`src/rtl/fb_pkg.sv`:
```
// Shared constants and types for the framebuffer prefetch path:
// frame geometry, address width, buffer bases and FSM states.
package fb_pkg;

   localparam int IMG_WIDTH        = 320;
   localparam int IMG_HEIGHT       = 240;
   localparam int PIXELS_PER_FRAME = IMG_WIDTH * IMG_HEIGHT;
   localparam int ADDR_W           = 18;
   localparam int BUF0_BASE        = 0;
   localparam int BUF1_BASE        = 76800;
   localparam int PIX_W            = 16;
   localparam int LATE_W           = 8;

   typedef enum logic [1:0] {
      ST_IDLE  = 2'd0,
      ST_FLUSH = 2'd1,
      ST_FILL  = 2'd2,
      ST_DRAIN = 2'd3
   } fb_state_t;

endpackage

```
`src/rtl/fb_read_pipe.sv`:
```
// Two-stage read-return pipeline: stage 1 tracks the RAM latency,
// stage 2 registers RAM data as a FIFO push.
// Ports:
//   clk_vga, rst      : pixel clock, async active-high reset
//   i_kill            : synchronous squash of both valid bits
//   i_rd_en/i_rd_last : read issued this cycle / it is the frame's last
//   i_rd_data         : RAM data, valid one cycle after i_rd_en
//   o_we/o_data       : FIFO push strobe and pixel
//   o_done            : coincides with the push of the last pixel
//   o_last_pend       : last pixel sits in stage 1 (pushes next cycle)
module fb_read_pipe
   import fb_pkg::*;
#(
   parameter int DATA_W = PIX_W
) (
   input  logic              clk_vga,
   input  logic              rst,
   input  logic              i_kill,
   input  logic              i_rd_en,
   input  logic              i_rd_last,
   input  logic [DATA_W-1:0] i_rd_data,
   output logic              o_we,
   output logic [DATA_W-1:0] o_data,
   output logic              o_done,
   output logic              o_last_pend
);

   logic              r_v1;
   logic              r_last1;
   logic              r_we;
   logic              r_done;
   logic [DATA_W-1:0] r_data;

   always_ff @(posedge clk_vga or posedge rst) begin
      if (rst) begin
         r_v1    <= 1'b0;
         r_last1 <= 1'b0;
         r_we    <= 1'b0;
         r_done  <= 1'b0;
         r_data  <= '0;
      end else begin
         // A kill drops both the read in the RAM and the word
         // about to be pushed, so no stale pixel reaches the FIFO.
         r_v1    <= i_rd_en & ~i_kill;
         r_last1 <= i_rd_en & i_rd_last & ~i_kill;
         r_we    <= r_v1 & ~i_kill;
         r_done  <= r_v1 & r_last1 & ~i_kill;
         if (r_v1) begin
            r_data <= i_rd_data;
         end
      end
   end

   assign o_we        = r_we;
   assign o_data      = r_data;
   assign o_done      = r_done;
   assign o_last_pend = r_v1 & r_last1;

endmodule

```
`src/rtl/frame_buffer_prefetcher.sv`:
```
// Streams one frame from a framebuffer RAM into the VGA pixel FIFO,
// restarted by frame_sync, throttled on the FIFO half-full flag.
// Ports:
//   clk_vga, rst               : pixel clock, async active-high reset
//   frame_sync, buf_sel        : start pulse, buffer select at start
//   mem_rd_en, mem_addr        : registered RAM read strobe/address
//   mem_rd_data                : RAM data, one cycle after the strobe
//   fifo_flush                 : one-cycle FIFO clear
//   fifo_write_enable/_data    : registered FIFO push
//   fifo_full, fifo_half_full  : FIFO flags
//   frame_done                 : pulse with the last push of a frame
//   busy                       : FSM outside IDLE
//   late_frames                : saturating count of late frame_sync
module frame_buffer_prefetcher #(
   parameter int IMG_WIDTH  = fb_pkg::IMG_WIDTH,
   parameter int IMG_HEIGHT = fb_pkg::IMG_HEIGHT,
   parameter int ADDR_W     = fb_pkg::ADDR_W,
   parameter int BUF0_BASE  = fb_pkg::BUF0_BASE,
   parameter int BUF1_BASE  = fb_pkg::BUF1_BASE
) (
   input  logic              clk_vga,
   input  logic              rst,
   input  logic              frame_sync,
   input  logic              buf_sel,
   output logic              mem_rd_en,
   output logic [ADDR_W-1:0] mem_addr,
   input  logic [15:0]       mem_rd_data,
   output logic              fifo_flush,
   output logic              fifo_write_enable,
   output logic [15:0]       fifo_write_data,
   input  logic              fifo_full,
   input  logic              fifo_half_full,
   output logic              frame_done,
   output logic              busy,
   output logic [7:0]        late_frames
);

   import fb_pkg::*;

   localparam int NPIX  = IMG_WIDTH * IMG_HEIGHT;
   localparam int IDX_W = (NPIX > 1) ? $clog2(NPIX) : 1;

   localparam logic [IDX_W-1:0]  LAST_IDX = IDX_W'(NPIX - 1);
   localparam logic [ADDR_W-1:0] BASE0    = ADDR_W'(BUF0_BASE);
   localparam logic [ADDR_W-1:0] BASE1    = ADDR_W'(BUF1_BASE);

   fb_state_t         r_state;
   fb_state_t         w_state_nxt;
   logic              r_flush_ph;
   logic              w_flush_ph_nxt;
   logic [ADDR_W-1:0] r_base;
   logic [IDX_W-1:0]  r_idx;
   logic              r_rd_en;
   logic              r_rd_last;
   logic [ADDR_W-1:0] r_addr;
   logic              r_flush;
   logic [7:0]        r_late;

   logic w_can_rd;
   logic w_issue;
   logic w_is_last;
   logic w_flush_set;
   logic w_late_inc;
   logic w_last_pend;
   logic w_push;
   logic w_done;
   logic [15:0] w_push_data;

   assign w_can_rd   = ~fifo_half_full & ~fifo_full;
   assign w_is_last  = (r_idx == LAST_IDX);
   assign w_late_inc = frame_sync & (r_state != ST_IDLE)
                     & (r_late != 8'hFF);

   // The read strobe is registered, so the issue decision is made one
   // cycle early: the second FLUSH cycle decides the first read, which
   // also gives the flags a cycle to settle after the flush.
   always_comb begin
      w_state_nxt    = r_state;
      w_flush_ph_nxt = 1'b0;
      w_issue        = 1'b0;
      w_flush_set    = 1'b0;
      unique case (r_state)
         ST_IDLE: begin
            w_state_nxt = ST_IDLE;
         end
         ST_FLUSH: begin
            w_flush_ph_nxt = ~r_flush_ph;
            if (r_flush_ph) begin
               w_state_nxt = ST_FILL;
               w_issue     = w_can_rd;
            end
         end
         ST_FILL: begin
            w_issue = w_can_rd;
         end
         ST_DRAIN: begin
            if (w_last_pend) begin
               w_state_nxt = ST_IDLE;
            end
         end
         default: begin
            w_state_nxt = ST_IDLE;
         end
      endcase
      if (w_issue && w_is_last) begin
         w_state_nxt = ST_DRAIN;
      end
      // A new frame always wins, even over the final push.
      if (frame_sync) begin
         w_state_nxt    = ST_FLUSH;
         w_flush_ph_nxt = 1'b0;
         w_issue        = 1'b0;
         w_flush_set    = 1'b1;
      end
   end

   always_ff @(posedge clk_vga or posedge rst) begin
      if (rst) begin
         r_state    <= ST_IDLE;
         r_flush_ph <= 1'b0;
         r_base     <= BASE0;
         r_idx      <= '0;
         r_rd_en    <= 1'b0;
         r_rd_last  <= 1'b0;
         r_addr     <= '0;
         r_flush    <= 1'b0;
         r_late     <= '0;
      end else begin
         r_state    <= w_state_nxt;
         r_flush_ph <= w_flush_ph_nxt;
         r_flush    <= w_flush_set;
         r_rd_en    <= w_issue;
         r_rd_last  <= w_issue & w_is_last;
         if (w_issue) begin
            r_addr <= r_base + ADDR_W'(r_idx);
            r_idx  <= r_idx + IDX_W'(1);
         end
         if (frame_sync) begin
            r_base <= buf_sel ? BASE1 : BASE0;
            r_idx  <= '0;
         end
         if (w_late_inc) begin
            r_late <= r_late + 8'd1;
         end
      end
   end

   fb_read_pipe #(
      .DATA_W (16)
   ) u_pipe (
      .clk_vga     (clk_vga),
      .rst         (rst),
      .i_kill      (frame_sync),
      .i_rd_en     (r_rd_en),
      .i_rd_last   (r_rd_last),
      .i_rd_data   (mem_rd_data),
      .o_we        (w_push),
      .o_data      (w_push_data),
      .o_done      (w_done),
      .o_last_pend (w_last_pend)
   );

   assign mem_rd_en         = r_rd_en;
   assign mem_addr          = r_addr;
   assign fifo_flush        = r_flush;
   assign fifo_write_enable = w_push;
   assign fifo_write_data   = w_push_data;
   assign frame_done        = w_done;
   assign busy              = (r_state != ST_IDLE);
   assign late_frames       = r_late;

endmodule

```
`config.mk`:
```
export PLATFORM = sky130hd
export DESIGN_NAME = frame_buffer_prefetcher
export DESIGN_NICKNAME = d
export VERILOG_FILES = /design/src/rtl/fb_pkg.sv /design/src/rtl/fb_read_pipe.sv /design/src/rtl/frame_buffer_prefetcher.sv
export SDC_FILE = /design/constraint.sdc
export NUM_CORES = 1
export LEC_CHECK = 0
export ABC_AREA = 1
export BUFFER_PORTS_ARGS = -buffer_cell sky130_fd_sc_hd__buf_2
export CAP_MARGIN = 30
export CELL_PAD_IN_SITES_DETAIL_PLACEMENT = 1
export CELL_PAD_IN_SITES_GLOBAL_PLACEMENT = 1
export CORE_MARGIN = 3
export CORE_UTILIZATION = 27
export DETAILED_ROUTE_END_ITERATION = 10
export GPL_ROUTABILITY_DRIVEN = 0
export PLACE_DENSITY_LB_ADDON = 0.08
export SYNTH_ARGS = -nofsm -noshare
export SYNTH_HDL_FRONTEND = slang
export SYNTH_SLANG_ARGS = --single-unit
```
`constraint.sdc`:
```
create_clock -name clk_vga -period 6.83 [get_ports clk_vga]
set_input_delay 1.366 -clock clk_vga [delete_from_list [all_inputs] [get_ports clk_vga]]
set_output_delay 1.366 -clock clk_vga [all_outputs]
set_load 0.01 [all_outputs]
```
==> results of run 1 <==
-- through the flow --
step / util, % / hold WS, ns / cell area, µm² / setup WS (ns)
floorplan: - / 0.4254 / 3344 / 3.696
CTS: 34.25 / 0.4685 / 4131 / 4.162
finish: 34.42 / 0.4628 / 4151 / 4.198
global route: 34.42 / 0.4801 / 4151 / 4.110
detailed placement: 31.87 / 0.4546 / 3844 / 4.027
global placement: 31.87 / 0.4485 / 3844 / 4.038
-- synth_stat cells --
cell	count
nor2_1	22
xor2_1	5
clkbuf_1	4
nor4_1	1
nor2_2	3
nand2_1	134
dfrtp_1	70
a21oi_1	9
a22oi_1	1
nand3_1	19
o211ai_1	1
nand4_1	8
a31oi_1	1
o31ai_1	1
o21ai_0	16
or2_2	1
and3_1	1
nor3_2	1
inv_2	5
xnor2_1	4
nand2_2	3
fa_1	1
nor3_1	8
ha_1	10
o21ai_2	13
inv_1	34
buf_2	2
nand3_4	1
a21boi_1	1
buf_6	3
nor2_4	3
-- where the power goes --
group | total [mW] | switching (mW) | internal [mW]
Clock | 0.450 | 0.176 | 0.274
Combinational | 0.309 | 0.179 | 0.129
Sequential | 0.567 | 0.0628 | 0.504
Total | 1.33 | 0.418 | 0.907
-- worst min-delay path, delay by kind of cell (launching register included) --
kind	cells	cell delay, ns
flops	1	0.33
simple gates	2	0.10
-- area by class of cell --
cell class	count	area [µm²]	area share, %
flip-flops and latches	70	1752	42.19
multi-input cells	268	1388	33.42
repair buffers	70	367.9	8.861
clock buffers	13	270.3	6.510
well taps	168	210.2	5.063
inverters	39	146.4	3.526
clock inverters	3	17.52	0.4219
-- cells by family (layout without fill, tap and decap cells) --
group | Yosys count | count (layout) | share of synthesized area, %
AND/OR/NAND/NOR | 205 | 205 | 26.56
flip-flops | 70 | 70 | 52.38
buffers and inverters | 48 | 125 | 6.135
AO/OA/AOI/OAI | 43 | 43 | 8.231
adder cells (fa/ha/maj) | 11 | 11 | 4.340
XOR/XNOR | 9 | 9 | 2.357
-- sequential cells by signal, summed over array words and instances (netlist names), 2 cells and up --
signal / flops
late_frames: 8
mem_addr: 18
r_idx: 17
r_state: 2
u_pipe.o_data: 16
-- layer usage --
layer  global-route usage, %  up-vias  routed length, µm
met5                       0        -                  0
met4                   7.110        0                189
met3                   2.622       13                368
met2                   21.53       53               3987
met1                   16.91     1329               4077
li1                        -     1370                  -
-- cells in the final DEF, fill, tap and decap left out, types with 2 or more instances in the layout --
cell	count
nand2_1	134
dfrtp_1	70
buf_2	68
inv_1	33
nor2_1	22
nand3_1	19
o21ai_0	16
o21ai_2	13
ha_1	10
a21oi_1	9
clkbuf_16	9
nor3_1	8
nand4_1	8
inv_2	6
xor2_1	5
xnor2_1	4
nand2_2	3
nor2_2	3
nor2_4	3
clkbuf_8	3
clkinv_2	2
-- worst max-delay path by stage --
| stage | start | end | slack, ns | cells after the start |
|---|---|---|---|---|
| after detailed placement | fifo_full | mem_addr[17] | 4.03 | 7 |
| final | r_state[0] | busy | 4.20 | 4 |
| after global placement | fifo_full | mem_addr[13] | 4.04 | 6 |
| after global routing | r_state[0] | busy | 4.11 | 4 |
| after floorplan | rst | fifo_flush | 3.70 | 1 |
| after CTS | r_state[0] | busy | 4.16 | 4 |
==> results.sh, run 1 <==
export IMPL_status="finished, final reports clean"
export IMPL_ys_types=31
export IMPL_fin_setup_tns_ns=0
export IMPL_worstPathRequired_ns=5.46
export IMPL_min_from="u_pipe.o_data[13]"
export IMPL_report_power_total_mw=1.325
export IMPL_finalCriticalPeriod_ns=2.632
export IMPL_syn_avg_cell_area_um2=8.664
export IMPL_cpLargestDelayFamily="flip-flops"
export IMPL_syn_area_um2=3344
export IMPL_synth_top_cell_by_area="dfrtp_1"
export IMPL_io_buffers=68
export IMPL_drt_iter0_drc=99
export IMPL_wire_per_inst_um=13.66
export IMPL_slowest_stage="dfrtp_1"
export IMPL_antenna_cells=0
export IMPL_ys_ff_latch=70
export IMPL_place_hpwl_um=6168
export IMPL_die_y_um=117.3
export IMPL_p_leak_nw=2.095
export IMPL_nFillCells=1463
export IMPL_peakVddDrop_mv=0.09810
export IMPL_path_max_fanout=4
export IMPL_vias=2765
export IMPL_layout_nets=491
export IMPL_coreArea_um2=12060
export IMPL_ys_warnings_count=0
export IMPL_critPathLaunchType="flop"
export IMPL_drtPass1Iterations=6
export IMPL_ff2ff_path_depth=7
export IMPL_cts_max_level=3
export IMPL_hold_violations=0
export IMPL_vias_per_cell=4.382
export IMPL_cts_tree="done"
export IMPL_fmax_ghz=0.3799
export IMPL_die_area_um2=13760
export IMPL_worst_path_buf_inv=3
export IMPL_finalClockSkew_ns=0.006851
export IMPL_cts_sinks=70
export IMPL_r2r_setup_slack_ns=4.86
export IMPL_maxSlewViolCount=0
export IMPL_synth_top_cell_area_share_pct=52.38
export IMPL_max_stage_delay_ns=0.42
export IMPL_io_pins=69
export IMPL_power_density_nw_per_um2=319.3
export IMPL_relSlewSlack_pct=54.83
export IMPL_crit_chain="inv_1, ha_1, inv_1, buf_2"
export IMPL_r2r_end="mem_addr[17]"
export IMPL_drt_total_wl_um=8622
export IMPL_yosysSeqAreaShare_pct=52.38
export IMPL_cts_root_buffer="clkbuf_16"
export IMPL_die_width_um=117.3
export IMPL_finalNonFillerCells=631
export IMPL_r2r_start="r_state[0]"
export IMPL_layout_drive_gt1_share_pct=25.05
export IMPL_area_growth_syn_to_layout_pct=24.13
export IMPL_grt_pass1_vias=2791
export IMPL_num_rows=40
export IMPL_cts_inserted_buffers=9
export IMPL_hp_class="reg -> reg"
export IMPL_rsz0062_at_grt="false"
export IMPL_ys_top_cells_by_area="dfrtp_1 52%, nand2_1 15%, inv_1 3.8%"
export IMPL_crit_top_cell="inv_1"
export IMPL_drc=0
export IMPL_cp_end_kind="output pin"
export IMPL_clk_pin_slew_worst_paths_ns=0.06
export IMPL_cts_resized=0
export IMPL_grt_ovfl_total=0
export IMPL_period_share_pct=38.54
export IMPL_synth_nets=419
export IMPL_grt_util_all_layers_pct=13.37
export IMPL_finalSetupViolations=0
export IMPL_ctsHoldBuffers=0
export IMPL_antenna_found_initial=0
export IMPL_grt_max_degree=71
export IMPL_cp_arrival_ns=1.27
export IMPL_place_inst=614
export IMPL_antenna_left=0
export IMPL_grt_pass1_wl_um=13940
export IMPL_clock_latency_ns=0.34
export IMPL_worstHoldEndpoint="u_pipe.o_data[13]"
export IMPL_cts_buffer_depth=2
export IMPL_synth_cells=386
export IMPL_initial_core_util_pct=27.73
export IMPL_drv_cap=0
export IMPL_hold_depth=2
export IMPL_postCtsSetupRepairBufs=0
export IMPL_worst_slew_pin_slew_ns=0.6766
export IMPL_path_class="reg -> out"
Note: power is estimated with default switching activity, not from simulation.
==> run 2: changes to the inputs <==
==> constraint.sdc (replaced) <==
create_clock -name clk_vga -period 2.4 [get_ports clk_vga]
set_input_delay 0.48 -clock clk_vga [delete_from_list [all_inputs] [get_ports clk_vga]]
set_output_delay 0.48 -clock clk_vga [all_outputs]
set_load 0.01 [all_outputs]
==> results.sh, run 2 (synthesis gave the netlist of run 1 again) <==
export IMPL_ff2ff_path_depth=7
export IMPL_die_area_um2=13760
export IMPL_hp_class="in -> async"
export IMPL_fin_setup_tns_ns=0
export IMPL_status="finished, final reports clean"
export IMPL_path_max_fanout=32
export IMPL_final_common_cell="nand2_1"
export IMPL_num_rows=40
export IMPL_cts_inserted_buffers=9
export IMPL_cts_root_buffer="clkbuf_16"
export IMPL_finalClockSkew_ns=0.005547
export IMPL_maxSlewViolCount=0
export IMPL_cts_buffer_depth=2
export IMPL_finalCriticalPeriod_ns=1.920
export IMPL_io_pins=69
export IMPL_relSlewSlack_pct=55.90
export IMPL_initial_core_util_pct=27.73
export IMPL_period_share_pct=80.01
export IMPL_holdWs_ns=0.1422
export IMPL_worst_slew_pin_slew_ns=0.6606
export IMPL_drtPass1Iterations=4
export IMPL_grt_max_degree=41
export IMPL_finalSetupViolations=0
export IMPL_cts_resized=0
export IMPL_drv_cap=0
export IMPL_layout_drive_gt1_share_pct=25.16
export IMPL_sw_frac_of_total_pct=32.16
export IMPL_fin_util_pct=34.39
export IMPL_rsz0062_at_grt="false"
export IMPL_drt_iter0_drc=111
export IMPL_pwr_share_comb_pct=23.6
export IMPL_cp_end_kind="flop"
export IMPL_clock_latency_ns=0.34
export IMPL_wire_per_inst_um=13.94
export IMPL_path_class="reg -> reg"
export IMPL_clk_pin_slew_worst_paths_ns=0.06
export IMPL_largest_reg_flops=18
export IMPL_grt_ovfl_total=0
export IMPL_antenna_cells=0
export IMPL_postCtsSetupRepairBufs=0
export IMPL_antenna_left=0
export IMPL_grt_pass1_vias=2901
export IMPL_area_growth_syn_to_layout_pct=24.02
export IMPL_grt_util_all_layers_pct=14.02
export IMPL_cp_arrival_ns=2.18
export IMPL_layout_nets=493
export IMPL_r2r_start="r_state[0]"
export IMPL_hold_violations=0
export IMPL_drc=0
export IMPL_die_y_um=117.3
export IMPL_io_buffers=68
export IMPL_worstPathRequired_ns=2.66
export IMPL_coreArea_um2=12060
export IMPL_cts_max_level=3
export IMPL_grt_pass1_wl_um=14790
export IMPL_die_width_um=117.3
export IMPL_cts_sinks=70
export IMPL_peakVddDrop_mv=0.2428
export IMPL_p_sw_mw=1.198
export IMPL_vias=2776
export IMPL_p_leak_nw=2.096
export IMPL_r2r_setup_slack_ns=0.48
export IMPL_layout_common_cells="134 x nand2_1, 70 x dfrtp_1, 68 x buf_2, 33 x inv_1, 22 x nor2_1"
export IMPL_drt_total_wl_um=8826
export IMPL_fmax_ghz=0.5208
export IMPL_power_frac_clock_pct=32.9
export IMPL_antenna_found_initial=0
export IMPL_ctsHoldBuffers=0
export IMPL_cts_tree="done"
export IMPL_power_density_nw_per_um2=897.8
export IMPL_intPower_mw=2.526
export IMPL_place_hpwl_um=6501
export IMPL_vias_per_cell=4.385
export IMPL_critPathLaunchType="flop"
export IMPL_seq_power_share_pct=43.5
export IMPL_r2r_end="mem_addr[17]"
run 2: changes by cell type in the layout (fill, tap and decap cells not counted), sizes merged:
cell	previous run	this run
buf	70	72
clkbuf	13	12
clkinv	2	3
run 2: routing by layer:
layer  global-route usage (%)  up-vias  part of all wire (%)
met5                        0        -                     0
met4                    6.651        0                   2.0
met3                    2.879       13                   3.9
met2                    21.98       48                    45
met1                    18.51     1341                    49
li1                         -     1374                     -
run 2: cell type report:
type | instances | area [µm²]
Fill cell | 1440 | 7914
Inverter | 39 | 146.4
Timing Repair Buffer | 72 | 382.9
Sequential cell | 70 | 1752
Clock inverter | 4 | 22.52
Multi-Input combinational cell | 268 | 1388
Clock buffer | 12 | 246.5
Tap cell | 168 | 210.2
run 2: stage by stage:
| step | total power [mW] | instances | setup WS (ns) | instance area [µm²] |
|---|---|---|---|---|
| 6_report | 3.724 | 633 | 0.4797 | 4148 |
| 5_1_grt | 4.011 | 633 | 0.2660 | 4148 |
| 4_1_cts | 3.808 | 633 | 0.4259 | 4148 |
| 3_5_place_dp | 2.549 | 617 | 0.4269 | 3879 |
| 3_3_place_gp | 2.519 | 617 | 0.5205 | 3879 |
| 2_1_floorplan | 2.147 | 386 | 0.1518 | 3344 |
run 2: power by group through the flow:
stage | clock network, mW | logic [mW] | registers, mW
final | 1.22 | 0.880 | 1.62
after CTS | 1.28 | 0.909 | 1.62
after detailed placement | 0 | 0.906 | 1.64
after floorplan | 0 | 0.415 | 1.73
after global placement | 0 | 0.887 | 1.63
after global routing | 1.33 | 1.03 | 1.66
run 2: worst max path at each step:
stage,from,endpoint,depth (start not counted)
2_1_floorplan,rst,fifo_flush,1
5_1_grt,r_state[1],mem_addr[17],9
3_5_place_dp,r_state[0],mem_addr[17],7
3_3_place_gp,r_state[1],mem_addr[13],8
4_1_cts,r_state[0],mem_addr[17],7
6_report,r_state[0],mem_addr[17],7
run 2: critical path, cell delays in order (launching register included):
cell	delay (ns)
dfrtp_1	0.40
inv_1	0.08
ha_1	0.33
nand3_4	0.17
nor2_4	0.09
inv_2	0.49
nor2_1	0.10
a21boi_1	0.16
